--- config.mk ---
export PLATFORM = sky130hd
export DESIGN_NAME = lsu_controller
export DESIGN_NICKNAME = d
export VERILOG_FILES = /design/src/rtl/rv32i_pkg.sv /design/src/rtl/lsu_align.sv /design/src/rtl/lsu_controller.sv
export SDC_FILE = /design/constraint.sdc
export NUM_CORES = 1
export LEC_CHECK = 0
export CAP_MARGIN = 20
export CORE_ASPECT_RATIO = 1.1
export CORE_UTILIZATION = 40
export CTS_BUF_LIST = sky130_fd_sc_hd__clkbuf_8
export CTS_CLUSTER_SIZE = 14
export DETAILED_ROUTE_END_ITERATION = 10
export GPL_ROUTABILITY_DRIVEN = 1
export PLACE_DENSITY = 0.75
export SYNTH_ARGS = -nofsm -noshare
export SYNTH_HDL_FRONTEND = slang
export SYNTH_SLANG_ARGS = --single-unit
--- constraint.sdc ---
create_clock -name clk -period 5.3 [get_ports clk]
set_input_delay 1.06 -clock clk [delete_from_list [all_inputs] [get_ports clk]]
set_output_delay 1.06 -clock clk [all_outputs]
set_load 0.01 [all_outputs]
--- src/rtl/rv32i_pkg.sv ---
`default_nettype none
// ============================================================================
//  Module   : rv32i_pkg
//  Purpose  : Shared load/store unit types: FSM state enum, funct3 codes,
//             byte-enable masks and the funct3 legality helper.
//  Revision : 1.0 - initial release
// ============================================================================
package rv32i_pkg;

    typedef enum logic [1:0] {
        LSU_IDLE = 2'd0,
        LSU_REQ  = 2'd1,
        LSU_WAIT = 2'd2,
        LSU_DONE = 2'd3
    } lsu_state_e;

    localparam logic [2:0] c_lb  = 3'b000;
    localparam logic [2:0] c_lh  = 3'b001;
    localparam logic [2:0] c_lw  = 3'b010;
    localparam logic [2:0] c_lbu = 3'b100;
    localparam logic [2:0] c_lhu = 3'b101;
    localparam logic [2:0] c_sb  = 3'b000;
    localparam logic [2:0] c_sh  = 3'b001;
    localparam logic [2:0] c_sw  = 3'b010;

    localparam logic [3:0] c_mask_none    = 4'b0000;
    localparam logic [3:0] c_mask_byte0   = 4'b0001;
    localparam logic [3:0] c_mask_lo_half = 4'b0011;
    localparam logic [3:0] c_mask_hi_half = 4'b1100;
    localparam logic [3:0] c_mask_word    = 4'b1111;

    function automatic logic f3_legal(input logic is_store, input logic [2:0] f3);
        if (is_store)
            return f3 inside {c_sb, c_sh, c_sw};
        return f3 inside {c_lb, c_lh, c_lw, c_lbu, c_lhu};
    endfunction

endpackage
`default_nettype wire

--- src/rtl/lsu_align.sv ---
`default_nettype none
// ============================================================================
//  Module   : lsu_align
//  Purpose  : Combinational lane logic: store mask/data placement and load
//             lane extraction with sign/zero extension (32-bit lanes).
//  Revision : 1.0 - initial release
// ============================================================================
module lsu_align
    import rv32i_pkg::*;
#(
    parameter int DATA_WIDTH = 32
) (
    input  logic [2:0]            i_fun3,
    input  logic [1:0]            i_addr_lo,
    input  logic [DATA_WIDTH-1:0] i_wdata,
    input  logic [DATA_WIDTH-1:0] i_rdata,
    output logic [3:0]            o_mask,
    output logic [DATA_WIDTH-1:0] o_wdata,
    output logic [DATA_WIDTH-1:0] o_rdata
);

    logic [7:0]  w_byte;
    logic [15:0] w_half;

    // A half always uses addr[1]; the low bit is ignored when misaligned.
    assign w_byte = i_rdata[{i_addr_lo, 3'b000} +: 8];
    assign w_half = i_rdata[{i_addr_lo[1], 4'b0000} +: 16];

    always_comb begin
        o_mask  = c_mask_none;
        o_wdata = i_wdata;
        case (i_fun3[1:0])
            2'b00: begin
                o_mask  = c_mask_byte0 << i_addr_lo;
                o_wdata = {(DATA_WIDTH/8){i_wdata[7:0]}};
            end
            2'b01: begin
                o_mask  = i_addr_lo[1] ? c_mask_hi_half : c_mask_lo_half;
                o_wdata = {(DATA_WIDTH/16){i_wdata[15:0]}};
            end
            2'b10:   o_mask = c_mask_word;
            default: o_mask = c_mask_none;
        endcase
    end

    always_comb begin
        o_rdata = '0;
        case (i_fun3)
            c_lb:    o_rdata = {{(DATA_WIDTH-8){w_byte[7]}}, w_byte};
            c_lh:    o_rdata = {{(DATA_WIDTH-16){w_half[15]}}, w_half};
            c_lw:    o_rdata = i_rdata;
            c_lbu:   o_rdata = {{(DATA_WIDTH-8){1'b0}}, w_byte};
            c_lhu:   o_rdata = {{(DATA_WIDTH-16){1'b0}}, w_half};
            default: o_rdata = '0;
        endcase
    end

endmodule
`default_nettype wire

--- src/rtl/lsu_controller.sv ---
`default_nettype none
// ============================================================================
//  Module   : lsu_controller
//  Purpose  : Load/store unit FSM (IDLE/REQ/WAIT/DONE) with timeout and
//             illegal-access reporting. Optional MISALIGN_TRAP_EN rejects
//             misaligned half/word accesses instead of ignoring low bits.
//  Revision : 1.0 - initial release
// ============================================================================
module lsu_controller
    import rv32i_pkg::*;
#(
    parameter int DATA_WIDTH     = 32,
    parameter int ADDR_WIDTH     = 32,
    parameter int TIMEOUT_CYCLES = 16
) (
    input  logic                  clk,
    input  logic                  rst,
    input  logic                  load_i,
    input  logic                  store_i,
    input  logic [2:0]            fun3_i,
    input  logic [ADDR_WIDTH-1:0] addr_i,
    input  logic [DATA_WIDTH-1:0] wdata_i,
    output logic                  mem_req_o,
    output logic                  mem_we_o,
    output logic [ADDR_WIDTH-1:0] mem_addr_o,
    output logic [DATA_WIDTH-1:0] mem_wdata_o,
    output logic [3:0]            mem_mask_o,
    input  logic                  mem_gnt_i,
    input  logic                  mem_rvalid_i,
    input  logic [DATA_WIDTH-1:0] mem_rdata_i,
    output logic                  stall_o,
    output logic                  done_o,
    output logic [DATA_WIDTH-1:0] rdata_o,
    output logic                  err_o
);

    localparam logic [1:0] c_st_idle = LSU_IDLE;
    localparam logic [1:0] c_st_req  = LSU_REQ;
    localparam logic [1:0] c_st_wait = LSU_WAIT;
    localparam logic [1:0] c_st_done = LSU_DONE;

    localparam int              c_cnt_w    = (TIMEOUT_CYCLES > 2) ? $clog2(TIMEOUT_CYCLES) : 1;
    localparam logic [c_cnt_w-1:0] c_cnt_last = c_cnt_w'(TIMEOUT_CYCLES - 1);
    localparam logic [c_cnt_w-1:0] c_cnt_one  = c_cnt_w'(1);

    logic [1:0]            r_state;
    logic [2:0]            r_fun3;
    logic [ADDR_WIDTH-1:0] r_addr;
    logic [DATA_WIDTH-1:0] r_wdata;
    logic [DATA_WIDTH-1:0] r_rdata;
    logic                  r_store;
    logic                  r_err;
    logic                  r_have_data;
    logic [c_cnt_w-1:0]    r_cnt;

    logic                  w_start;
    logic                  w_misalign;
    logic                  w_reject;
    logic                  w_in_req;
    logic                  w_in_done;
    logic [3:0]            w_mask;
    logic [DATA_WIDTH-1:0] w_st_data;
    logic [DATA_WIDTH-1:0] w_ld_data;

    assign w_start = load_i | store_i;

`ifdef MISALIGN_TRAP_EN
    assign w_misalign = ((fun3_i[1:0] == 2'b01) &  addr_i[0]) |
                        ((fun3_i[1:0] == 2'b10) & (addr_i[1:0] != 2'b00));
`else
    assign w_misalign = 1'b0;
`endif

    assign w_reject = (load_i & store_i) | ~f3_legal(store_i, fun3_i) | w_misalign;

    lsu_align #(
        .DATA_WIDTH (DATA_WIDTH)
    ) u_align (
        .i_fun3    (r_fun3),
        .i_addr_lo (r_addr[1:0]),
        .i_wdata   (r_wdata),
        .i_rdata   (mem_rdata_i),
        .o_mask    (w_mask),
        .o_wdata   (w_st_data),
        .o_rdata   (w_ld_data)
    );

    // Read data arriving together with the grant is held in r_rdata and the
    // FSM still passes through WAIT, keeping the load latency uniform.
    always_ff @(posedge clk or posedge rst) begin
        if (rst) begin
            r_state     <= c_st_idle;
            r_fun3      <= '0;
            r_addr      <= '0;
            r_wdata     <= '0;
            r_rdata     <= '0;
            r_store     <= 1'b0;
            r_err       <= 1'b0;
            r_have_data <= 1'b0;
            r_cnt       <= '0;
        end else begin
            case (r_state)
                c_st_idle: begin
                    if (w_start) begin
                        r_fun3      <= fun3_i;
                        r_addr      <= addr_i;
                        r_wdata     <= wdata_i;
                        r_store     <= store_i;
                        r_rdata     <= '0;
                        r_have_data <= 1'b0;
                        r_cnt       <= '0;
                        r_err       <= w_reject;
                        r_state     <= w_reject ? c_st_done : c_st_req;
                    end
                end
                c_st_req: begin
                    if (mem_gnt_i && r_store) begin
                        r_state <= c_st_done;
                    end else if (mem_gnt_i && mem_rvalid_i) begin
                        r_rdata     <= w_ld_data;
                        r_have_data <= 1'b1;
                        r_cnt       <= r_cnt + c_cnt_one;
                        r_state     <= c_st_wait;
                    end else if (r_cnt == c_cnt_last) begin
                        r_err   <= 1'b1;
                        r_rdata <= '0;
                        r_state <= c_st_done;
                    end else begin
                        r_cnt <= r_cnt + c_cnt_one;
                        if (mem_gnt_i)
                            r_state <= c_st_wait;
                    end
                end
                c_st_wait: begin
                    if (r_have_data || mem_rvalid_i) begin
                        if (!r_have_data)
                            r_rdata <= w_ld_data;
                        r_state <= c_st_done;
                    end else if (r_cnt == c_cnt_last) begin
                        r_err   <= 1'b1;
                        r_rdata <= '0;
                        r_state <= c_st_done;
                    end else begin
                        r_cnt <= r_cnt + c_cnt_one;
                    end
                end
                default: begin
                    r_state <= c_st_idle;
                    r_err   <= 1'b0;
                end
            endcase
        end
    end

    assign w_in_req  = (r_state == c_st_req);
    assign w_in_done = (r_state == c_st_done);

    assign mem_req_o   = w_in_req;
    assign mem_we_o    = w_in_req & r_store;
    assign mem_addr_o  = w_in_req ? {r_addr[ADDR_WIDTH-1:2], 2'b00} : '0;
    assign mem_wdata_o = w_in_req ? w_st_data : '0;
    assign mem_mask_o  = w_in_req ? w_mask : c_mask_none;

    // The IDLE term is combinational so the pipeline freezes in the capture cycle.
    assign stall_o = ((r_state == c_st_idle) & w_start & ~rst) | w_in_req | (r_state == c_st_wait);
    assign done_o  = w_in_done;
    assign err_o   = w_in_done & r_err;
    assign rdata_o = w_in_done ? r_rdata : '0;

endmodule
`default_nettype wire
==> results of run 1 <==
cells by family (layout without fill, tap and decap cells):
group,count (synthesis),in the layout,synth area share
multiplexers,95,95,0.176
AO/OA/AOI/OAI,127,127,0.137
flip-flops,108,108,0.454
AND/OR/NAND/NOR,203,203,0.183
buffers and inverters,48,238,0.0380
adder cells (fa/ha/maj),5,5,0.0105
other,1,2,0.000630
cell usage in the layout (no fill, tap or decap), drive strengths merged, types with 3 or more instances in the layout:
cell           count
mux2              76
a21boi             9
nor3b              3
clkdlybuf4s50    207
nand2             69
o21ai             57
clkbuf            11
inv                9
nand3              4
a221oi             9
a21oi             35
a22o               8
buf                8
and3               8
nor2              17
and2              81
nor2b             12
dfrtp            108
ha                 5
mux2i             19
state kept, by name, indices dropped and copies added, names as in the netlist:
register and count:
r_err 1, r_fun3 3, r_addr 32, r_rdata 32, r_state 2, r_store 1
r_wdata 32, r_have_data 1, r_cnt 4
critical path, stage by stage, from the launching register on:
cell             delay (ns)
dfrtp_1                0.70
nor2_1                 0.74
nand2_1                0.11
a21boi_0               0.27
clkdlybuf4s50_1        0.60
per-layer routing:
layer	global-route usage	part of all wire	up-vias
li1	-	-	2391
met3	0.0822	0.094	24
met1	0.258	0.40	2424
met5	0	0	-
met2	0.375	0.48	213
met4	0.102	0.026	0
cell type report:
| cell class | count | area (um2) | share of cell area |
|---|---|---|---|
| repair buffers | 215 | 2180 | 0.260 |
| flip-flops and latches | 108 | 2700 | 0.322 |
| inverters | 7 | 28.8 | 0.00343 |
| clock buffers | 11 | 151 | 0.0181 |
| clock inverters | 5 | 36.3 | 0.00433 |
| multi-input cells | 432 | 3040 | 0.363 |
| well taps | 192 | 240 | 0.0287 |
power groups by stage:
stage	logic (mW)	registers [mW]	clock network, mW
finish	2.36	1.42	0.486
global route	2.59	1.48	0.538
CTS	2.34	1.42	0.507
detailed placement	2.33	1.44	0
global placement	2.28	1.42	0
floorplan	1.59	1.31	0
worst paths after layout:
check / startpoint / endpoint / cells after the start / slack (ns)
min reg2reg: r_rdata[19]$_DFFE_PP0P_ / r_rdata[19]$_DFFE_PP0P_ / 2 / 0.48
min: r_rdata[19]$_DFFE_PP0P_ / r_rdata[19]$_DFFE_PP0P_ / 2 / 0.48
max in group asynchronous: rst / r_wdata[13]$_DFFE_PP0P_ / 4 / 3.17
max reg2reg: r_state[0]$_DFFE_PP0P_ / r_rdata[27]$_DFFE_PP0P_ / 7 / 2.74
max: r_fun3[0]$_DFFE_PP0P_ / mem_wdata_o[15] / 4 / 1.42
min in group asynchronous: rst / r_store$_DFFE_PP0P_ / 2 / 1.08
==> impl_metrics.tcl, run 1 <==
set metrics [dict create \
    cts_buffers 9 \
    dieArea_um2 15400 \
    setup_viol 0 \
    postCtsSetupBuffers 0 \
    grt_setup_unrepaired "no" \
    drtPass1Iterations 4 \
    stdcell_count 970 \
    ir_drop_uv 292 \
    seqPwrFrac 0.334 \
    synth.avg_cell_area_um2 10.1 \
    cts_max_level 3 \
    cap_viol_max_count 0 \
    synthTopCellsByArea "dfrtp_1 45%, mux2_2 13%, and2_1 8.5%" \
    fill_cells 1243 \
    yosysWarnings 0 \
    grt_pass1_vias 5243 \
    timing.final.crit_share 0.731 \
    period_needed_ns 3.88 \
    synthArstFlopShare 1.00 \
    synth_top_area_cell "dfrtp_1" \
    grt_max_degree 81 \
    start_util 0.411 \
    die_y_um 130 \
    nets 883 \
    utilization 0.578 \
    fmax_ghz 0.258 \
    p_total_mw 4.27 \
    p_clk_frac 0.114 \
    synth_seq_area_share 0.454 \
    grt-ovfl-total 0 \
    clock_skew_ns 0.0121 \
    synth_area_um2 5950 \
    post_drt_wl_per_cell_um 17.2 \
    synth_flop_cell "dfrtp_1" \
    clk_pin_slew_ns 0.10 \
    drtAntennaViolNets 0 \
    vias 5052 \
    die_w_um 118 \
    coreArea_um2 14500 \
    combPwrFrac 0.553 \
    synth-edff-count 0 \
    cts-root-buf "clkbuf_8" \
    dp_cells 950 \
    wl_um 16700 \
    synth_most_common_cell "dfrtp_1" \
    min_path_type "register to register" \
    hold_ws_ns 0.482 \
    remaining_drc_errors 0 \
    cp_max_fo 20 \
    p_sw_frac 0.403 \
    ys_seq_elements 108 \
    diodes 0 \
    ios 210 \
    drt_iter0_drc 290 \
    track_usage 0.224 \
    setup_ws_ns 1.42 \
    syn_inst 587 \
    dpl_cell_area_um2 8120 \
    drive_gt1_frac 0.150 \
    arrival_ns 2.82 \
    leakagePower_nw 3.47 \
    status "finished clean" \
    pwr_density_cell_nw_per_um2 509 \
    switching_power_mw 1.72 \
    slew_headroom 0.367 \
    end_kind "output pin" \
    num_rows 46 \
    finalHoldViolCount 0 \
    start_kind "register" \
    routabilityCongestion 0.915 \
    dpl_worst_slack_ns 1.74 \
    worst_pin_slew_ns 0.949 \
    via_per_inst 5.21 \
    clk_path_buf_depth 2 \
    clk_latency_ns 0.39 \
    port_buffers 207 \
    grt_pass1_wl_um 26800 \
    antenna_found_initial 0 \
    synth.top_cell.area_share 0.454 \
    crit_type "register to output pin" \
    netlist_top_cells_count "108 x dfrtp_1, 81 x and2_1, 68 x mux2_2, 68 x nand2_1, 35 x a21oi_1" \
    place_hpwl_um 12000 \
    clock-sinks 108 \
    power.internal_mw 2.55 \
    critPathRequiredTime_ns 4.24 \
    stdcell_area_um2 8380 \
    postCtsHoldBufs 0 \
    maxSlewViolCount 0 \
    setup-tns-final_ns 0 \
    ys_types 45 \
    tritoncts "built" \
    cts-resized-gates 0 \
    area_delta_synth_final_pct 40.8 \
]
No activity file was read; power rests on OpenSTA's default activity.
==> run 2, diff against run 1 <==
PLACE_DENSITY = 0.78   (was 0.75)
clock period = 3.5 ns   (was 5.3 ns; I/O delays follow)
==> run 2 against run 1 <==
Compared with the run above:
- flip-flop and latch count did not move
- via count rose by 0.75%
- worst hold slack got worse by 0.0068 ns
- register-to-register slack got worse by 1.8 ns
- die area did not move
- clock skew barely moved
- highest routed layer unchanged
==> impl_metrics.tcl, run 2 (synthesized netlist as in run 1, its figures left out) <==
set metrics [dict create \
    multi_input_area_um2 3040 \
    antenna_found_initial 0 \
    grt_setup_unrepaired "no" \
    dpl_cell_area_um2 8180 \
    worst_pin_slew_ns 0.920 \
    layout_common_cells "207 x clkdlybuf4s50_1, 107 x dfrtp_1, 81 x and2_1, 68 x mux2_2, 68 x nand2_1" \
    cp_max_fo 12 \
    p_total_mw 6.55 \
    wl_um 17000 \
    slowest_delay_ns 0.68 \
    track_usage 0.227 \
    start_util 0.411 \
    clk_pin_slew_ns 0.10 \
    post_drt_wl_per_cell_um 17.4 \
    utilization 0.579 \
    status "finished clean" \
    arrival_ns 2.52 \
    nets 887 \
    num_rows 46 \
    clock-sinks 108 \
    die_y_um 130 \
    grt_max_degree 70 \
    cts_buffers 9 \
    place_hpwl_um 12300 \
    port_buffers 207 \
    clock_skew_ns 0.0123 \
    fill_cells 1261 \
    vias 5090 \
    tritoncts "built" \
    ios 210 \
    coreArea_um2 14500 \
    clk_path_buf_depth 2 \
    dpl_worst_slack_ns 0.597 \
    drtPass1Iterations 5 \
    critPathTopFamily "buffers and inverters" \
    remaining_drc_errors 0 \
    period_needed_ns 3.22 \
    maxSlewViolCount 0 \
    fmax_ghz 0.310 \
    stdcell_count 972 \
    ir_drop_uv 478 \
    slew_headroom 0.387 \
    min_path_type "register to register" \
    grt_pass1_vias 5229 \
    drtAntennaViolNets 0 \
    cp.buffers_inverters 2 \
    pwr_density_cell_nw_per_um2 780 \
    hold_ws_ns 0.475 \
    postCtsHoldBufs 0 \
    drt_iter0_drc 419 \
    cts-root-buf "clkbuf_8" \
    critPathRequiredTime_ns 2.80 \
    routabilityCongestion 0.894 \
    drive_gt1_frac 0.153 \
    dp_cells 957 \
    slowest_stage "dfrtp_1" \
    area_delta_synth_final_pct 41.0 \
    grt_pass1_wl_um 27100 \
    timing.final.crit_share 0.921 \
    grt-ovfl-total 0 \
    cts-resized-gates 0 \
    postCtsSetupBuffers 0 \
    via_per_inst 5.24 \
    mostFrequentLayoutCell "clkdlybuf4s50_1" \
    finalHoldViolCount 0 \
    dieArea_um2 15400 \
    leakagePower_nw 3.49 \
    stdcell_area_um2 8390 \
    cts_max_level 3 \
    setup_ws_ns 0.277 \
    cp_cell_sequence "buf_4 > nand2b_1 > a21oi_1 > nor2_1 > clkdlybuf4s50_1" \
    crit_type "register to output pin" \
    top_regs "r_addr: 32 flops, r_rdata: 32 flops, r_wdata: 32 flops" \
    start_kind "register" \
    register_area_um2 2700 \
    diodes 0 \
    cap_viol_max_count 0 \
    clk_latency_ns 0.38 \
    die_w_um 118 \
    end_kind "output pin" \
    setup-tns-final_ns 0 \
    setup_viol 0 \
]
run 2: path summary, 6_finish.rpt:
kind	slack, ns	start	cells after the start	to
max	0.28	r_fun3[0]$_DFFE_PP0P_	5	mem_mask_o[2]
min	0.48	r_rdata[20]$_DFFE_PP0P_	2	r_rdata[20]$_DFFE_PP0P_
max reg2reg	0.97	r_state[1]$_DFFE_PP0P_	7	r_rdata[27]$_DFFE_PP0P_
min reg2reg	0.48	r_rdata[20]$_DFFE_PP0P_	2	r_rdata[20]$_DFFE_PP0P_
max in group asynchronous	2.10	rst	3	r_wdata[28]$_DFFE_PP0P_
min in group asynchronous	0.90	rst	3	r_wdata[16]$_DFFE_PP0P_
run 2: area by class of cell:
type / count / share of cell area
Multi-Input combinational cell: 432 / 0.362
Sequential cell: 108 / 0.322
Tap cell: 192 / 0.0286
Clock buffer: 10 / 0.0164
Inverter: 7 / 0.00358
Timing Repair Buffer: 219 / 0.261
Clock inverter: 4 / 0.00596
run 2: tightest hold or removal path, delay by kind of cell, from the launching register on:
family / cells / cell delay, ns
compound gates: 1 / 0.04
flops: 1 / 0.35
simple gates: 1 / 0.06
run 2: routing by layer:
layer | part of all wire | up-vias | global-route usage
met5 | 0 | - | 0
met4 | 0.024 | 0 | 0.0973
met3 | 0.10 | 34 | 0.0804
met2 | 0.48 | 244 | 0.391
met1 | 0.39 | 2420 | 0.256
li1 | - | 2392 | -
run 2: report_power, final:
group / switching [mW] / internal, mW / total (mW)
Sequential: 0.444 / 1.75 / 2.19
Clock: 0.435 / 0.343 / 0.779
Combinational: 1.74 / 1.83 / 3.58
Total: 2.62 / 3.93 / 6.55
==> RTL edit, RTL diff (flow settings as in run 1) <==
`DATA_WIDTH` is set to 32 in 2 places; all go to 64.
--- a/src/rtl/lsu_align.sv
+++ b/src/rtl/lsu_align.sv
@@ -9,5 +9,5 @@
     import rv32i_pkg::*;
 #(
-    parameter int DATA_WIDTH = 32
+    parameter int DATA_WIDTH = 64
 ) (
     input  logic [2:0]            i_fun3,
--- a/src/rtl/lsu_controller.sv
+++ b/src/rtl/lsu_controller.sv
@@ -10,5 +10,5 @@
     import rv32i_pkg::*;
 #(
-    parameter int DATA_WIDTH     = 32,
+    parameter int DATA_WIDTH     = 64,
     parameter int ADDR_WIDTH     = 32,
     parameter int TIMEOUT_CYCLES = 16
Ports: changed (resized mem_rdata_i, mem_wdata_o, rdata_o and wdata_i); port bits go from 210 to 338. The function was not compared with the original's and may differ.
==> RTL edit against run 1 <==
Synthesized area is 59% higher; setup slack worse by 0.29 ns; sequential share of layout area is 0.060 points lower; count of clock-buffer cells in the layout is 6 higher; die area is 58% higher; routed wire length is 78% higher; sequential cell count is 64 higher; total power is 61% higher; final area is 60% higher; combinational power is 60% higher; critical endpoint is now mem_wdata_o[8]; largest power group unchanged.
==> RTL edit: results (changes against run 1) <==
status:
  run_status: "finished clean"  # unchanged
route:
  drt_iter0_markers: 433  # was 290
  wl_met3_um: 2570  # was 1570 µm
  topRoutingLayerUsed: "met4"  # unchanged
  met1_length_um: 12000  # was 6670 µm
  detailroute.via_count: 8053  # was 5052
  dr.pass1.iters: 5  # was 4
  wl_per_cell_um: 20.5  # was 17.2 µm
critical_path:
  r2r-end: "r_rdata[29]"  # was r_rdata[27]
  path_max_fanout: 42  # was 20
  regToRegSetupSlack_ns: 2.42  # was 2.74 ns
  path_delay_family: "buffers and inverters"  # was simple AND/OR/NAND/NOR gates
  r2r-start: "r_state[1]"  # was r_state[0]
  crit_slowest_cell: "dfrtp_2"  # was nor2_1
  max_stage_delay_ns: 0.69  # was 0.74 ns
  worstPathArrival_ns: 3.11  # was 2.82 ns
synthesis:
  synthTopCellsByCount: "172 x dfrtp_1, 113 x mux2_2, 105 x and2_1, 57 x nand2_1, 48 x a32oi_1"  # was 108 x dfrtp_1, 81 x and2_1, 68 x mux2_2, 68 x nand2_1, 35 x a21oi_1
  ys_top_cells_by_area: "dfrtp_1 45%, mux2_2 13%, and2_1 6.9%, o2bb2ai_2 4.9%, a32oi_1 4.4%"  # was dfrtp_1 45%, mux2_2 13%, and2_1 8.5%, nand2_1 4.3%, mux2i_1 3.2%
  seq_area_frac_synth_pct: 45.4  # about the same
  ys_types: 55  # was 45
finish:
  drive_above_1_share_pct: 18.4  # was 15.0%
  top_regs: "r_rdata: 64 flops, r_wdata: 64 flops, r_addr: 32 flops"  # was r_addr: 32 flops, r_rdata: 32 flops, r_wdata: 32 flops
  nets: 1313  # was 883
  nFillCells: 1989  # was 1243
global_routing:
  antenna_found_initial: 1  # was 0
  grtUsageTotal_pct: 24.5  # was 22.4%
  grt_pass1_wl_um: 45900  # was 26800 µm
  grt_max_degree: 88  # was 81
  grt_pass1_vias: 8187  # was 5243
sta:
  worst_pin_slew_ns: 1.08  # was 0.949 ns
  drv_slew: 0  # unchanged
  finClkSkew_ns: 0.0160  # was 0.0121 ns
  hold-worst-slack_ns: 0.489  # was 0.482 ns
worst_hold_path:
  worstHoldStart: "r_rdata[15]"  # was r_rdata[19]
  min_to: "r_rdata[15]"  # was r_rdata[19]
  hold_class: "reg2reg"  # unchanged
  hold_depth: 1  # was 2
placed_design:
  hpwl_um: 20800  # was 12000 µm
  gp_congestion: 0.858  # was 0.915
pwr:
  peakVddDrop_mv: 0.335  # was 0.292 mV
  p_leak_nw: 5.31  # was 3.47 nW
clock_network:
  h-tree-depth: 4  # was 3
  ctsResizeCount: 0  # unchanged
  cts_setup_buffers: 0  # unchanged
  numCtsBuffers: 17  # was 9
  clk_latency_ns: 0.47  # was 0.39 ns
## RTL edit: area by class of cell
class                      instances  area [µm²]  area share [%]
antenna                            1        2.50          0.0187
inverter                          31         120           0.898
sequential                       172        4310            32.2
tap                              300         375            2.81
clock buffer                      17         234            1.75
timing repair buffer             351        3500            26.2
multi-input combinational        566        4680            35.0
clock inverter                    15         158            1.18
## RTL edit: power by group through the flow
stage	logic [W]	clock network (W)	registers [W]
floorplan	0.00260	0	0.00201
global placement	0.00373	0	0.00218
detailed placement	0.00378	0	0.00220
CTS	0.00379	0.000967	0.00218
global route	0.00407	0.00103	0.00225
finish	0.00377	0.000939	0.00218
## RTL edit: worst max-delay path by stage
stage,depth (start not counted),startpoint,slack [ns],to
after floorplan,1,rst,2.04,r_addr[0]
after global placement,5,r_fun3[1],1.70,mem_wdata_o[8]
after detailed placement,5,r_fun3[1],1.61,mem_wdata_o[8]
after CTS,5,r_fun3[1],1.08,mem_wdata_o[8]
after global routing,5,r_fun3[1],0.93,mem_wdata_o[10]
final,5,r_fun3[1],1.13,mem_wdata_o[8]
## RTL edit: routing by layer
metal / GRT usage, % / vias up
met5: 0 / -
met4: 10.4 / 0
met3: 7.21 / 58
met2: 40.0 / 378
met1: 30.1 / 3950
li1: - / 3667
## RTL edit: metrics by stage
| step | cells | util, % | cell area, µm² | setup WS [ns] |
|---|---|---|---|---|
| finish | 1453 | 58.0 | 13400 | 1.13 |
| global placement | 1420 | 56.3 | 13000 | 1.70 |
| floorplan | 850 | - | 9490 | 2.04 |
| global route | 1453 | 58.0 | 13400 | 0.930 |
| detailed placement | 1420 | 56.3 | 13000 | 1.61 |
| CTS | 1452 | 57.9 | 13400 | 1.08 |
## RTL edit: logic make-up (layout without fill, tap and decap cells)
group                      count (synthesis)  after routing  synth area share (%)
AOI/OAI and AO/OA                        235            235                  21.5
other                                      1              3                0.0395
DFF                                      172            172                  45.4
muxes                                    118            118                  14.1
and+or+nand+nor                          206            206                  12.5
buffers and inverters                    112            414                  5.82
adders and majority gates                  5              5                 0.660
